`src/rtl/vmsu_wb_sequencer.sv`:
```
// Wishbone slave that queues multiply commands and sequences the VMSU 8-bit multiplier,
// capturing each product into a readable result register with sticky status and an interrupt.
module vmsu_wb_sequencer #(
  parameter logic [31:0] BASE_ADDR  = 32'h3000_0100,
  parameter int          LATENCY    = 2,
  parameter int          FIFO_DEPTH = 4
) (
  input  logic        wb_clk_i,
  input  logic        wb_rst_n,
  input  logic        wbs_cyc_i,
  input  logic        wbs_stb_i,
  input  logic        wbs_we_i,
  input  logic [3:0]  wbs_sel_i,
  input  logic [31:0] wbs_adr_i,
  input  logic [31:0] wbs_dat_i,
  output logic        wbs_ack_o,
  output logic [31:0] wbs_dat_o,
  output logic [7:0]  mul_a,
  output logic [7:0]  mul_b,
  output logic        mul_control,
  input  logic [15:0] mul_p,
  output logic        busy_o,
  output logic        irq_o
);

  localparam int AW = (FIFO_DEPTH > 1) ? $clog2(FIFO_DEPTH) : 1;
  localparam int CW = AW + 1;

  typedef enum logic [1:0] {S_IDLE, S_WAIT, S_CAPTURE} state_t;

  state_t      r_state;
  state_t      w_state_nxt;

  logic        r_ack;
  logic [31:0] r_dat;
  logic [16:0] r_fifo [FIFO_DEPTH];
  logic [AW-1:0] r_wptr;
  logic [AW-1:0] r_rptr;
  logic [CW-1:0] r_fcnt;
  logic [3:0]  r_cnt;
  logic [7:0]  r_a;
  logic [7:0]  r_b;
  logic        r_ctl;
  logic [15:0] r_result;
  logic [15:0] r_opcnt;
  logic        r_res_valid;
  logic        r_ovf;
  logic        r_lost;
  logic        r_irq_en;

  logic        w_access;
  logic [1:0]  w_off;
  logic        w_wr_ctrl;
  logic        w_clr;
  logic        w_push_req;
  logic        w_push;
  logic        w_load;
  logic        w_capture;
  logic        w_full;
  logic        w_empty;
  logic        w_rd_result;
  logic        w_wr_count;
  logic [31:0] w_status;
  logic [31:0] w_rdata;
  logic        w_unused;

  assign w_access    = wbs_cyc_i & wbs_stb_i & (wbs_adr_i[31:4] == BASE_ADDR[31:4]) & ~r_ack;
  assign w_off       = wbs_adr_i[3:2];
  assign w_wr_ctrl   = w_access & wbs_we_i & (w_off == 2'd0);
  assign w_clr       = w_wr_ctrl & wbs_dat_i[0];
  assign w_push_req  = w_access & wbs_we_i & (w_off == 2'd1);
  assign w_rd_result = w_access & ~wbs_we_i & (w_off == 2'd2);
  assign w_wr_count  = w_access & wbs_we_i & (w_off == 2'd3);
  assign w_full      = (r_fcnt == CW'(FIFO_DEPTH));
  assign w_empty     = (r_fcnt == '0);
  // Fullness is judged before this edge's pop, so a push into a full FIFO drops even if a slot frees now.
  assign w_push      = w_push_req & ~w_full & ~w_clr;
  assign w_unused    = ^{wbs_sel_i, wbs_adr_i[1:0], wbs_dat_i[31:17]};

  // Sequencer state register
  always_ff @(posedge wb_clk_i) begin
    if (!wb_rst_n) begin
      r_state <= S_IDLE;
    end else begin
      r_state <= w_state_nxt;
    end
  end

  always_comb begin
    w_state_nxt = r_state;
    w_load      = 1'b0;
    w_capture   = 1'b0;
    case (r_state)
      S_IDLE: begin
        if (!w_empty) begin
          w_load      = 1'b1;
          w_state_nxt = S_WAIT;
        end
      end
      S_WAIT: begin
        if (r_cnt == 4'd1) w_state_nxt = S_CAPTURE;
      end
      S_CAPTURE: begin
        w_capture   = 1'b1;
        w_state_nxt = S_IDLE;
      end
      default: w_state_nxt = S_IDLE;
    endcase
    if (w_clr) begin
      w_load      = 1'b0;
      w_capture   = 1'b0;
      w_state_nxt = S_IDLE;
    end
  end

  // Command FIFO control
  always_ff @(posedge wb_clk_i) begin
    if (!wb_rst_n) begin
      r_wptr <= '0;
      r_rptr <= '0;
      r_fcnt <= '0;
    end else if (w_clr) begin
      r_wptr <= '0;
      r_rptr <= '0;
      r_fcnt <= '0;
    end else begin
      if (w_push) r_wptr <= r_wptr + 1'b1;
      if (w_load) r_rptr <= r_rptr + 1'b1;
      case ({w_push, w_load})
        2'b10:   r_fcnt <= r_fcnt + 1'b1;
        2'b01:   r_fcnt <= r_fcnt - 1'b1;
        default: r_fcnt <= r_fcnt;
      endcase
    end
  end

  always_ff @(posedge wb_clk_i) begin
    if (w_push) r_fifo[r_wptr] <= {wbs_dat_i[16], wbs_dat_i[15:8], wbs_dat_i[7:0]};
  end

  // Operand drive and latency counter
  always_ff @(posedge wb_clk_i) begin
    if (!wb_rst_n) begin
      r_a   <= '0;
      r_b   <= '0;
      r_ctl <= 1'b0;
      r_cnt <= '0;
    end else if (w_load) begin
      {r_ctl, r_b, r_a} <= r_fifo[r_rptr];
      r_cnt             <= 4'(LATENCY);
    end else if (r_state == S_WAIT && !w_clr) begin
      r_cnt <= r_cnt - 4'd1;
    end
  end

  // Result capture and sticky status
  always_ff @(posedge wb_clk_i) begin
    if (!wb_rst_n) begin
      r_result    <= '0;
      r_res_valid <= 1'b0;
      r_ovf       <= 1'b0;
      r_lost      <= 1'b0;
    end else if (w_clr) begin
      r_res_valid <= 1'b0;
      r_ovf       <= 1'b0;
      r_lost      <= 1'b0;
    end else begin
      if (w_push_req && w_full) r_ovf <= 1'b1;
      if (w_capture) begin
        r_result    <= mul_p;
        r_res_valid <= 1'b1;
        if (r_res_valid && !w_rd_result) r_lost <= 1'b1;
      end else if (w_rd_result) begin
        r_res_valid <= 1'b0;
      end
    end
  end

  always_ff @(posedge wb_clk_i) begin
    if (!wb_rst_n) begin
      r_opcnt  <= '0;
      r_irq_en <= 1'b0;
    end else begin
      if (w_wr_count) begin
        r_opcnt <= '0;
      end else if (w_capture) begin
        r_opcnt <= r_opcnt + 16'd1;
      end
      if (w_wr_ctrl && wbs_dat_i[1]) r_irq_en <= 1'b1;
    end
  end

  always_comb begin
    w_status       = '0;
    w_status[0]    = busy_o;
    w_status[1]    = r_res_valid;
    w_status[2]    = w_full;
    w_status[3]    = w_empty;
    w_status[4]    = r_ovf;
    w_status[5]    = r_lost;
    w_status[12:8] = 5'(r_fcnt);
    w_status[16]   = r_irq_en;
  end

  always_comb begin
    w_rdata = '0;
    case (w_off)
      2'd0:    w_rdata = w_status;
      2'd2:    w_rdata = {15'd0, r_res_valid, r_result};
      2'd3:    w_rdata = {16'd0, r_opcnt};
      default: w_rdata = '0;
    endcase
  end

  // Bus response
  always_ff @(posedge wb_clk_i) begin
    if (!wb_rst_n) begin
      r_ack <= 1'b0;
      r_dat <= '0;
    end else begin
      r_ack <= w_access;
      r_dat <= (w_access && !wbs_we_i) ? w_rdata : 32'd0;
    end
  end

  assign wbs_ack_o   = r_ack;
  assign wbs_dat_o   = r_dat;
  assign mul_a       = r_a;
  assign mul_b       = r_b;
  assign mul_control = r_ctl;
  assign busy_o      = (r_state != S_IDLE) | ~w_empty;
  assign irq_o       = r_res_valid & r_irq_en;

endmodule

```
`config.mk`:
```
export PLATFORM = sky130hd
export DESIGN_NAME = vmsu_wb_sequencer
export DESIGN_NICKNAME = d
export VERILOG_FILES = /design/src/rtl/vmsu_wb_sequencer.sv
export SDC_FILE = /design/constraint.sdc
export NUM_CORES = 1
export LEC_CHECK = 0
export ABC_AREA = 1
export CAP_MARGIN = 20
export CORE_AREA = 2 2 116 118
export CTS_CLUSTER_DIAMETER = 60
export DETAILED_ROUTE_END_ITERATION = 6
export DIE_AREA = 0 0 118 120
export GPL_ROUTABILITY_DRIVEN = 0
export GPL_TIMING_DRIVEN = 0
export PLACE_DENSITY = 0.86
export SYNTH_ARGS = -nofsm -noshare
export SYNTH_HDL_FRONTEND = slang
export SYNTH_SLANG_ARGS = --single-unit
export TNS_END_PERCENT = 30
```
`constraint.sdc`:
```
create_clock -name wb_clk_i -period 2.9 [get_ports wb_clk_i]
set_input_delay 0.29 -clock wb_clk_i [delete_from_list [all_inputs] [get_ports wb_clk_i]]
set_output_delay 0.29 -clock wb_clk_i [all_outputs]
set_load 0.01 [all_outputs]
```
After elaboration in Yosys (flattened, before gate mapping). Memory sizes are Yosys's and may differ from the RTL's. A register that Yosys moved wholly into a read port is not among the register bits. Index checks and enable logic that the tools add are counted.

$add $sub $neg: 6. Eq/ne operators: 12. Multiplexer cells: 16. Bitwise gates (word level): 20. Reductions and logical operators: 23.

Operators with widths (count): $pmux 17 s3 (1); $eq 28x26->1 const B (1); $add 16x1->16 const B (1); $and 1x1->1 (13); $mux 1 (9); $eq 2x2->1 const B (4); $mux 2 (4); $reduce_and 2->1 (4); $reduce_bool 2->1 (4); $eq 2x1->1 const B (3); $not 1->1 (6); $pmux 3 s2 (1); $reduce_or 2->1 (3); $logic_and 1x1->1 (5); $add 2x1->2 const B (2); $eq 4x1->1 const B (1); $logic_not 1->1 (4); $logic_not 2->1 (2); $ne 2x2->1 const B (2); $pmux 2 s2 (1); $sub 4x1->4 const B (1); $add 3x1->3 const B (1); $eq 3x3->1 const B (1); $logic_not 3->1 (1); other kinds (2) (2).

Register bits: 82. RAM bits: 68. Input bits: 89. Output and inout port bits: 52. Word-level logic and storage cells: 92. Memories: 1.

Memories: r_fifo (words 4, bits a word 17, read ports 1, clocked after memory_dff 1, write ports 1, line 36) `logic [16:0] r_fifo [FIFO_DEPTH];`.

Logic depth before layout (Yosys ltp).
Word-level depth: 10. Gate-level depth with buffers: 17. Depth with buffers taken out: 16.

Least setup slack after synthesis. Ideal clock, no wire load.

Path kind: input port to flip-flop. From: input port wbs_adr_i[23]. To: memory r_fifo[0][0], enable pin. Library setup time: 391 ps. Arrival time: 1881 ps. Required time: 2509 ps. Slack: 628 ps. Cell stages on the path: 9. Path buffers: 0. Cells stage by stage: nor2_1 > nand2_1 > nor2_1 > nand2_1 > nor2_4 > inv_1 > nor2_4 > nand3_2 > nor2_1.

Word-level cells in the longest chain between the ends: 10. Elaborated cells between the ends (all ways): 12. Classes of those cells: eq/ne: 1; mux: 2; bitwise: 9.

Ends and longest elaborated chain: start: declaration (line 14) `input logic [31:0] wbs_adr_i,`; $eq 28x26->1 * (line 67) `assign w_access = wbs_cyc_i & wbs_stb_i & (wbs_adr_i[31:4] == BASE_ADDR[31:4]) & ~r_ack;`; $and 1x1->1 * (2 in series) (line 67); $and 1x1->1 * (line 69, 71); $and 1x1->1 (line 69) `assign w_wr_ctrl = w_access & wbs_we_i & (w_off == 2'd0);`; $and 1x1->1 (line 70) `assign w_clr = w_wr_ctrl & wbs_dat_i[0];`; $not 1->1 (no line); $and 1x1->1 * (line 77) `assign w_push = w_push_req & ~w_full & ~w_clr;`; $mux 1 * (line 138) `if (w_push) r_fifo[r_wptr] <= {wbs_dat_i[16], wbs_dat_i[15:8], wbs_dat_i[7:0]};`; $mux 1 (implied by the code) * (line 138); end: declaration (line 36).

Mark *: on every way between the ends. The rest lies on a longest branch, timed or not.

Worst setup path after layout.
From: register r_fcnt[2]. To: register r_fcnt[2].

Word-level cells in the longest chain between the ends: 6. Elaborated cells between the ends (all ways): 14. Classes of those cells: add/sub: 2; eq/ne: 3; mux: 4; bitwise: 3; reduce/logical: 2.

Ends and longest elaborated chain: start: declaration (line 39) `logic [CW-1:0] r_fcnt;`; start signal: assignment (line 130) `2'b10: r_fcnt <= r_fcnt + 1'b1;`; start signal: assignment (line 131) `2'b01: r_fcnt <= r_fcnt - 1'b1;`; start signal: assignment (line 132) `default: r_fcnt <= r_fcnt;`; $logic_not 3->1 * (line 75) `assign w_empty = (r_fcnt == '0);`; $mux 1 * (line 95) `if (!w_empty) begin`; $mux 1 * (line 93) `case (r_state)`; $mux 1 * (line 109) `if (w_clr) begin`; named net w_load (line 57) `logic w_load;`; $eq 2x1->1 or $eq 2x2->1 (tied branches) (line 129) `case ({w_push, w_load})`; $pmux 3 s2 or $reduce_bool 2->1 (tied branches).

The timed path passes the listed nets; every way through them passes the cells marked *. A chain may end at the register's enable or synchronous reset.

==> flow_summary.json <==
{
  "fmax_mhz": 365,
  "fin_cells": 1030,
  "cts_buffers": 17,
  "root_buffer": "clkbuf_16",
  "fillers": 978,
  "syn_area_um2": 6410,
  "cap_violations": 0,
  "port_buffers": 103,
  "initial_core_util_pct": 49.4,
  "grt_pass1_vias": 5363,
  "cts_tree": "done",
  "hold_path.class": "in2reg",
  "clock-sinks": 152,
  "dp_cells": 998,
  "worst_slack_ps": 162,
  "die_area_um2": 14200,
  "grt_start_max_net_pins": 18,
  "grt_pass1_wl_mm": 25.8,
  "yosys_warnings": 0,
  "rsz0062_at_grt": "no",
  "antenna_found_initial": 0,
  "leakagePower_nw": 2.90,
  "hold_viol": 0,
  "die_h_um": 120,
  "first_iter_violations": 765,
  "antenna_left": 0,
  "h-tree-depth": 4,
  "crit_fanout": 10,
  "relSlewSlack_pct": 30.9,
  "grt_use_total_pct": 23.1,
  "final_common_cell": "nor2_1",
  "num-nets-final": 939,
  "end_kind": "flop",
  "clkTransAtPathRegs_ps": 60,
  "path_class": "reg2reg",
  "most-common-layout-cells": "nor2_1 (157), clkdlybuf4s50_1 (103), nand2_1 (97), dfxtp_1 (84), edfxtp_1 (68)",
  "syn2layout_area_growth_pct": 30.4,
  "insertion_delay_ps": 420,
  "vias_per_cell": 5.31,
  "core_um2": 13000,
  "synthCells": 703,
  "cts_setup_buffers": 0,
  "wire_per_inst_um": 15.6,
  "routed_wl_mm": 16.1,
  "n_antenna_cell": 0,
  "seq_area_frac_synth_pct": 58.1,
  "start_kind": "flop",
  "rows": 42,
  "synth.avg_cell_area_um2": 9.12,
  "post-place-ws_ps": -138,
  "drive_above_1_share_pct": 9.02,
  "die_x_um": 118,
  "irDropWorstVdd_uv": 378,
  "utilization_pct": 64.4,
  "cts_resized": 0,
  "powerDensity_nw_per_um2": 561,
  "fin_tns_setup_ps": 0,
  "drc_errors": 0,
  "period_share_pct": 94.4,
  "cts-hold-fix-buffers": 0,
  "skew_ps": 7.65,
  "critPathRequiredTime_ps": 3260,
  "worstPathArrival_ps": 3100,
  "drtPass1Iterations": 6,
  "synth_seq_cells": 152,
  "drv_slew": 0,
  "dp_hpwl_mm": 10.6,
  "vias": 5471,
  "fin_crit_ps": 2740,
  "run_status": "finished clean",
  "overflow": 0,
  "ioPinCount": 141,
  "clockBufferDepth": 2,
  "tightest_slew_ps": 1030,
  "setup_viol": 0,
  "synth_cell_types": 30
}
==> cell usage after synthesis <==
master	n	share of area, %
nand4_4	1	0.33
o21ai_0	51	4.0
edfxtp_1	68	32
nand3_1	32	2.5
inv_2	2	0.12
dfxtp_1	84	26
nand3_2	1	0.16
inv_1	42	2.5
a31oi_1	8	0.78
nand4_1	3	0.29
a21oi_1	37	2.9
xor2_1	14	1.9
a221oi_1	2	0.27
nor2_1	161	9.4
nor2_4	3	0.53
clkbuf_1	16	0.94
o32ai_1	17	2.3
buf_6	2	0.35
ha_1	8	1.6
nor3_1	13	1.0
buf_2	8	0.62
conb_1	1	0.058
nand2_1	97	5.7
buf_1	1	0.058
clkinv_1	2	0.12
buf_4	19	2.2
o21bai_1	1	0.12
nand2_2	4	0.39
xnor2_1	4	0.55
fa_1	1	0.31
==> cell type report <==
class,instances,area (um2),area share [%]
flip-flops and latches,152,3720,44.5
multi-input cells,473,2310,27.6
repair buffers,105,1060,12.7
clock buffers,17,425,5.09
plain buffers,46,269,3.22
well taps,176,220,2.63
clock inverters,15,183,2.18
inverters,46,173,2.06
==> metal layers <==
layer	GRT usage, %	vias up	routed length (um)
met2	40.1	305	7800
met5	0	-	0
met4	10.0	0	444
met1	27.7	2517	6320
li1	-	2603	-
met3	5.09	46	1530
==> cell families after synthesis <==
kind of cell | Yosys count | share of synthesized area, %
and+or+nand+nor | 315 | 20.3
DFF | 152 | 58.1
AOI/OAI and AO/OA | 116 | 10.4
buffers and inverters | 92 | 6.89
xor gates and xnor gates | 18 | 2.46
adders and majority gates | 9 | 1.87
other | 1 | 0.0585
==> flip-flops by register name, indices dropped and copies added, names as in the netlist <==
name and count:
r_fifo 68, wbs_dat_o 17, r_opcnt 16, r_result 16
mul_a 8, mul_b 8, r_cnt 4, r_fcnt 3
r_rptr 2, r_state 2, r_wptr 2, mul_control 1
r_irq_en 1, r_lost 1, r_ovf 1, r_res_valid 1
wbs_ack_o 1
==> path summary, 6_finish.rpt <==
kind / cells past startpoint / start / slack (ps) / end
worst max-delay path: 12 / r_fcnt[2]$_SDFFE_PP0P_ / 160 / r_fcnt[2]$_SDFFE_PP0P_
worst min-delay path: 3 / wb_rst_n / 320 / r_result[7]$_SDFFE_PN0P_
worst max register to register: 12 / r_fcnt[2]$_SDFFE_PP0P_ / 160 / r_fcnt[2]$_SDFFE_PP0P_
worst min register to register: 2 / r_ovf$_SDFFE_PP0P_ / 460 / r_ovf$_SDFFE_PP0P_
==> critical path, cell delays in order, from the launching register on <==
cell	delay (ps)
dfxtp_1	420
nor3_1	130
nor3_1	400
nand2_2	150
inv_2	220
buf_4	240
ha_1	160
inv_1	60
fa_1	380
a21oi_1	150
o21ai_0	120
xor2_1	160
nor2_1	100
==> per-stage QoR <==
stage,total power (W),hold slack (ps),cell area [um2]
6_report,0.00469,319,8370
5_1_grt,0.00480,357,8370
4_1_cts,0.00469,310,8370
3_5_place_dp,0.00246,443,7760
3_3_place_gp,0.00246,438,7720
2_1_floorplan,0.00235,389,6470
==> power breakdown <==
group / switching [W] / total, W / internal, W / leakage [nW]
clock: 0.000962 / 0.00227 / 0.00131 / 0.299
combinational: 0.0000808 / 0.000186 / 0.000105 / 1.32
sequential: 0.00000000000206 / 0.00223 / 0.00223 / 1.29
Note: power is estimated with default switching activity, not from simulation.
